===== src/rtl/sel_gate_pipe_if.sv =====
// Stream bundle for sel_gate_pipe: channel/operand input beats and result output beats.
// The master modport is the side that sources input beats and sinks results.
interface sel_gate_pipe_if #(
  parameter int W    = 8,
  parameter int N    = 4,
  parameter int SELW = 2
);
  logic            in_valid;
  logic            in_ready;
  logic [W-1:0]    in_a;
  logic [N*W-1:0]  in_ch;
  logic [SELW-1:0] in_sel;
  logic [1:0]      in_mode;
  logic            out_valid;
  logic            out_ready;
  logic [W-1:0]    out_data;
  logic            out_err;

  modport master (
    output in_valid, in_a, in_ch, in_sel, in_mode, out_ready,
    input  in_ready, out_valid, out_data, out_err
  );

  modport slave (
    input  in_valid, in_a, in_ch, in_sel, in_mode, out_ready,
    output in_ready, out_valid, out_data, out_err
  );
endinterface


===== src/rtl/sel_gate_pipe.sv =====
// Two-stage select-and-gate pipeline: stage 1 registers the selected channel,
// stage 2 combines it with the operand under the per-beat mode.
module sel_gate_pipe #(
  parameter int W    = 8,
  parameter int N    = 4,
  parameter int SELW = 2,
  parameter int CNTW = 16
) (
  input  logic            clk,
  input  logic            rst_n,
  sel_gate_pipe_if.slave  bus,
  input  logic            err_clr,
  output logic            sel_err,
  output logic [CNTW-1:0] beat_cnt
);

  localparam logic [SELW:0] N_EXT = (SELW+1)'(N);

  logic [W-1:0]    s1_a_r;
  logic [W-1:0]    s1_rg_r;
  logic [1:0]      s1_mode_r;
  logic            s1_err_r;
  logic            s1_v_r;
  logic [W-1:0]    out_data_r;
  logic            out_err_r;
  logic            out_valid_r;
  logic            sel_err_r;
  logic [CNTW-1:0] beat_cnt_r;

  logic            s2_free_s;
  logic            in_ready_s;
  logic            accept_s;
  logic            advance_s;
  logic            out_hs_s;
  logic            sel_bad_s;
  logic [W-1:0]    sel_ch_s;
  logic [W-1:0]    op_res_s;

  assign s2_free_s  = !out_valid_r || bus.out_ready;
  assign in_ready_s = !s1_v_r || s2_free_s;
  assign accept_s   = bus.in_valid && in_ready_s;
  assign advance_s  = s1_v_r && s2_free_s;
  assign out_hs_s   = out_valid_r && bus.out_ready;
  // Always false when every select code maps to a channel.
  assign sel_bad_s  = ({1'b0, bus.in_sel} >= N_EXT);

  // Channel mux; out-of-range selects yield zero.
  always_comb begin
    sel_ch_s = '0;
    for (int k = 0; k < N; k++) begin
      if ({1'b0, bus.in_sel} == (SELW+1)'(k)) begin
        sel_ch_s = bus.in_ch[k*W +: W];
      end else begin
        sel_ch_s = sel_ch_s;
      end
    end
  end

  // Per-beat bitwise combine of operand and registered channel.
  always_comb begin
    op_res_s = '0;
    case (s1_mode_r)
      2'b00:   op_res_s = s1_a_r & s1_rg_r;
      2'b01:   op_res_s = s1_a_r | s1_rg_r;
      2'b10:   op_res_s = s1_a_r ^ s1_rg_r;
      2'b11:   op_res_s = s1_rg_r;
      default: op_res_s = '0;
    endcase
  end

  // Stage 1: capture on accept, empty when drained with nothing new arriving.
  always_ff @(posedge clk or negedge rst_n) begin
    if (!rst_n) begin
      s1_a_r    <= '0;
      s1_rg_r   <= '0;
      s1_mode_r <= 2'b00;
      s1_err_r  <= 1'b0;
      s1_v_r    <= 1'b0;
    end else if (accept_s) begin
      s1_a_r    <= bus.in_a;
      s1_rg_r   <= sel_ch_s;
      s1_mode_r <= bus.in_mode;
      s1_err_r  <= sel_bad_s;
      s1_v_r    <= 1'b1;
    end else if (advance_s) begin
      s1_v_r    <= 1'b0;
    end
  end

  // Stage 2: result register, held stable while the consumer stalls.
  always_ff @(posedge clk or negedge rst_n) begin
    if (!rst_n) begin
      out_data_r  <= '0;
      out_err_r   <= 1'b0;
      out_valid_r <= 1'b0;
    end else if (advance_s) begin
      out_data_r  <= op_res_s;
      out_err_r   <= s1_err_r;
      out_valid_r <= 1'b1;
    end else if (out_hs_s) begin
      out_valid_r <= 1'b0;
    end
  end

  // Sticky select error (set beats clear) and delivered-beat counter.
  always_ff @(posedge clk or negedge rst_n) begin
    if (!rst_n) begin
      sel_err_r  <= 1'b0;
      beat_cnt_r <= '0;
    end else begin
      if (accept_s && sel_bad_s) begin
        sel_err_r <= 1'b1;
      end else if (err_clr) begin
        sel_err_r <= 1'b0;
      end
      if (out_hs_s) begin
        beat_cnt_r <= beat_cnt_r + CNTW'(1);
      end
    end
  end

  assign bus.in_ready  = in_ready_s;
  assign bus.out_valid = out_valid_r;
  assign bus.out_data  = out_data_r;
  assign bus.out_err   = out_err_r;
  assign sel_err       = sel_err_r;
  assign beat_cnt      = beat_cnt_r;

endmodule


===== src/flat_wrapper.sv =====
// flat-port wrapper written by rule: the top's interface ports become plain ports
module sel_gate_pipe_flat 
#(
  parameter int W    = 8,
  parameter int N    = 4,
  parameter int SELW = 2,
  parameter int CNTW = 16
)
  (clk, rst_n, err_clr, sel_err, beat_cnt, bus_in_valid, bus_in_a, bus_in_ch, bus_in_sel, bus_in_mode, bus_out_ready, bus_in_ready, bus_out_valid, bus_out_data, bus_out_err);
  sel_gate_pipe_if #(.W(W), .N(N), .SELW(SELW)) bus_i ();
  input  logic clk;
  input  logic rst_n;
  input  logic err_clr;
  output logic sel_err;
  output logic [CNTW-1:0] beat_cnt;
  input wire logic [$bits(bus_i.in_valid)-1:0] bus_in_valid;
  input wire logic [$bits(bus_i.in_a)-1:0] bus_in_a;
  input wire logic [$bits(bus_i.in_ch)-1:0] bus_in_ch;
  input wire logic [$bits(bus_i.in_sel)-1:0] bus_in_sel;
  input wire logic [$bits(bus_i.in_mode)-1:0] bus_in_mode;
  input wire logic [$bits(bus_i.out_ready)-1:0] bus_out_ready;
  output wire logic [$bits(bus_i.in_ready)-1:0] bus_in_ready;
  output wire logic [$bits(bus_i.out_valid)-1:0] bus_out_valid;
  output wire logic [$bits(bus_i.out_data)-1:0] bus_out_data;
  output wire logic [$bits(bus_i.out_err)-1:0] bus_out_err;
  assign bus_i.in_valid = bus_in_valid;
  assign bus_i.in_a = bus_in_a;
  assign bus_i.in_ch = bus_in_ch;
  assign bus_i.in_sel = bus_in_sel;
  assign bus_i.in_mode = bus_in_mode;
  assign bus_i.out_ready = bus_out_ready;
  assign bus_in_ready = bus_i.in_ready;
  assign bus_out_valid = bus_i.out_valid;
  assign bus_out_data = bus_i.out_data;
  assign bus_out_err = bus_i.out_err;
  sel_gate_pipe #(.W(W), .N(N), .SELW(SELW), .CNTW(CNTW)) u_core (.clk(clk), .rst_n(rst_n), .bus(bus_i), .err_clr(err_clr), .sel_err(sel_err), .beat_cnt(beat_cnt));
endmodule

===== config.mk =====
export PLATFORM = sky130hd
export DESIGN_NAME = sel_gate_pipe_flat
export DESIGN_NICKNAME = d
export VERILOG_FILES = /design/src/rtl/sel_gate_pipe_if.sv /design/src/rtl/sel_gate_pipe.sv /design/src/flat_wrapper.sv
export SDC_FILE = /design/constraint.sdc
export NUM_CORES = 1
export LEC_CHECK = 0
export CORE_MARGIN = 2
export CORE_UTILIZATION = 30
export CTS_CLUSTER_DIAMETER = 30
export DETAILED_ROUTE_END_ITERATION = 8
export PLACE_DENSITY = 0.65
export SYNTH_ARGS = -nofsm -noshare
export SYNTH_HDL_FRONTEND = slang
export SYNTH_SLANG_ARGS = --single-unit

===== constraint.sdc =====
create_clock -name clk -period 1.37 [get_ports clk]
set_input_delay 0.137 -clock clk [delete_from_list [all_inputs] [get_ports clk]]
set_output_delay 0.137 -clock clk [all_outputs]
set_load 0.1 [all_outputs]

==> results.py <==
metrics = {
    "status": {
        "run_status": "complete, but fails checks",
        "failed_checks": "setup timing",
    },
    "sta": {
        "sum_of_negative_setup_slack_ns": -2.03,
        "grt_setup_unrepaired": "true",
        "timing_hold_violations_final": 0,
        "max_freq_mhz": 642,
        "period_minus_slack_ns": 1.56,
        "layout_worst_path_cycle_share_pct": 114,
        "setup_viol": 27,
        "fin_skew_ns": 0.00718,
        "layout_setup_ws_ns": -0.189,
        "report.final.slew_viol_count": 0,
    },
    "floorplanning": {
        "floorplan.die_area_sq_um": 8910,
        "dieWidth_um": 94.4,
        "die_height_um": 94.4,
        "floorplan.core_area_sq_um": 7810,
        "starting_utilization_of_the_core_area_pct": 31.4,
        "cell_row_count": 32,
        "io_pins": 77,
    },
    "yosys": {
        "postSynth.topFlopCell": "dfrtp_1",
        "post_synth.cell_area_avg_sq_um": 13.5,
        "synth_top_area_share_pct": 44.9,
        "synth-edff-count": 0,
        "yosysWarningCount": 0,
        "netlist_cell_types": 23,
        "yosys-top-cells-area": "dfrtp_1, mux4_2, mux2_2",
        "synth_seq_cells": 44,
        "most_repeated_cell_in_the_gate_level_netlist_after_synthesis": "dfrtp_1",
        "syn_inst": 181,
        "async_flop_share_pct": 100,
        "syn_area_sq_um": 2450,
        "seq_area_frac_synth_pct": 44.9,
        "yosysTopAreaCell": "dfrtp_1",
        "post_synth_most_frequent_cells": "dfrtp_1, mux2_2, inv_1",
    },
    "clocking": {
        "cts_tree": "built",
        "cts-buffers-inserted": 5,
        "cts.root.buffer_cell": "clkbuf_8",
        "clk_transition_reported_paths_ns": 0.09,
        "clock_sink_count": 44,
        "clkLatencyLatePin_ns": 0.30,
        "cts.htree.levels": 2,
        "cts_max_path_buffers": 2,
    },
    "layout": {
        "design.final.nets": 375,
        "share_of_post_route_cells_with_drive_strength_above_1_pct": 51.6,
        "antennaDiodeCount": 0,
        "post_layout_instance_count_excluding_filler_cells": 412,
        "post-route-cell-area_sq_um": 4300,
        "n_fill_cell": 642,
        "combined_area_of_the_multi_input_logic_cells_sq_um": 1340,
        "seqCellArea_sq_um": 1150,
        "area.growth.synth_to_final_pct": 75.4,
    },
    "worst_setup_path": {
        "cell_breakdown_of_the_critical_path": "inv_1 > ha_1 > mux4_2 > mux2_4",
        "timing.critical_path.from_type": "flip-flop",
        "timing.reg2reg.setup_slack_ns": -0.19,
        "required_ns": 1.56,
        "endpoint_kind": "flip-flop",
        "timing.critical_path.arrival_ns": 1.75,
        "path_max_fanout": 3,
        "setup.worst_path.class": "flip-flop to flip-flop",
        "slowest_stage_delay_cp_ns": 0.47,
        "critical_path.slowest_cell": "mux4_2",
    },
    "routing": {
        "detail_route.drc_violations": 0,
        "totalWireLength_um": 5370,
        "routed_via_density": 4.43,
        "antenna_violating_nets_post_route": 0,
        "drt-pass1-iter-count": 4,
        "detailroute.via_count": 1827,
        "drtIter0Drc": 20,
        "routedWlPerCell_um": 13.0,
    },
    "pwr": {
        "worst_ir_drop_vdd_v": 0.000541,
        "p_leak_nw": 1.97,
        "total_power_mw": 7.16,
        "power_density_nw_per_um2": 1660,
    },
    "placement": {
        "detailed_placer_s_ending_hpwl_um": 4120,
        "port_buffers": 73,
        "placed_area_sq_um": 3960,
        "gpl.final_weighted_congestion": 0.786,
        "place_worst_setup_slack_ns": -0.308,
        "dp_cells": 384,
    },
    "global_routing": {
        "vias_in_the_first_global_route": 1868,
        "grt_max_degree": 45,
        "grt_usage_pct": 12.7,
        "antenna_violations_before_repair": 0,
        "grt_first_pass_wirelength_um": 8760,
        "globalRoute.totalOverflow": 0,
    },
    "hold_path": {
        "hp-class": "primary input to asynchronous set/reset pin",
    },
    "flow_run": {
        "cap_violations": 0,
    },
}
==> worst paths after layout <==
kind | start | cells after the start | to
max in group asynchronous | rst_n | 3 | u_core.beat_cnt[8]
worst min register to register | u_core.beat_cnt[13] | 1 | u_core.beat_cnt[13]
worst min-delay path | rst_n | 3 | u_core.beat_cnt[6]
worst max register to register | u_core.s1_rg_r[6] | 4 | u_core.bus.out_data[6]
min in group clk | bus_out_ready | 3 | u_core.bus.out_valid
worst max-delay path | u_core.s1_rg_r[6] | 4 | u_core.bus.out_data[6]
==> cell type report <==
type | instances | area share, %
Timing Repair Buffer | 127 | 34.2
Multi-Input combinational cell | 106 | 31.3
Sequential cell | 44 | 26.7
Tap cell | 102 | 2.97
Inverter | 25 | 2.18
Clock buffer | 5 | 1.60
Clock inverter | 3 | 1.08
==> layout by cell type (no fill, tap or decap), drive strengths merged, types with 3 or more instances in the layout <==
cell type	n
inv	26
xor2	4
xnor2	11
clkdlybuf4s50	45
ha	17
mux2	27
dfrtp	44
nor2	3
nand2	8
mux4	16
clkbuf	6
buf	79
nand3	4
nand4	5
nand2b	3
==> cell families (layout without fill, tap and decap cells) <==
| group | after synthesis | in the layout | share of synthesized area, % |
|---|---|---|---|
| flops | 44 | 44 | 44.9 |
| buf+inv | 32 | 160 | 5.62 |
| fa+ha+maj | 17 | 17 | 8.68 |
| simple gates | 29 | 29 | 8.17 |
| mux | 43 | 43 | 27.1 |
| other cells | 1 | 2 | 0.153 |
| xor+xnor | 15 | 15 | 5.36 |
==> routing by layer <==
metal  vias to the layer above  share of wire [%]  GRT usage [%]
li1                        873                  -              -
met1                       881                 42           15.1
met2                        66                 51           22.7
met3                         7                6.0           3.19
met4                         0                1.3           3.99
met5                         -                  0              0
==> worst max-delay path: cells and delay by family (launching register included) <==
kind / cells / cell delay [ns]
adders and majority gates: 1 / 0.27
buffers and inverters: 1 / 0.05
DFF: 1 / 0.38
muxes: 2 / 0.75
==> report_power, final <==
part	switching [mW]	internal, mW
registers	0.316	1.66
logic	2.26	1.90
clock network	0.481	0.550
==> state kept, by name, summed over array words and instances, names as in the netlist <==
signal,count
u_core.s1_rg_r,8
u_core.bus.out_valid,1
u_core.s1_mode_r,2
u_core.bus.out_data,8
u_core.beat_cnt,16
u_core.s1_a_r,8
u_core.s1_v_r,1
==> through the flow <==
| stage | hold slack [ns] | utilization (%) |
|---|---|---|
| detailed placement | 0.133 | 50.7 |
| finish | 0.332 | 55.1 |
| global route | 0.369 | 55.1 |
| global placement | 0.137 | 50.7 |
| CTS | 0.332 | 53.4 |
| floorplan | -0.159 | - |
==> repair_timing <==
item	CTS	global route
setup buffers	10	8
cloned	0	1
setup endpoints to repair	13	35
pin swaps	6	5
hold buffers	1	0
hold endpoints to repair	44	0
resized for setup	3	11
Power figures use the tool's default switching activity.
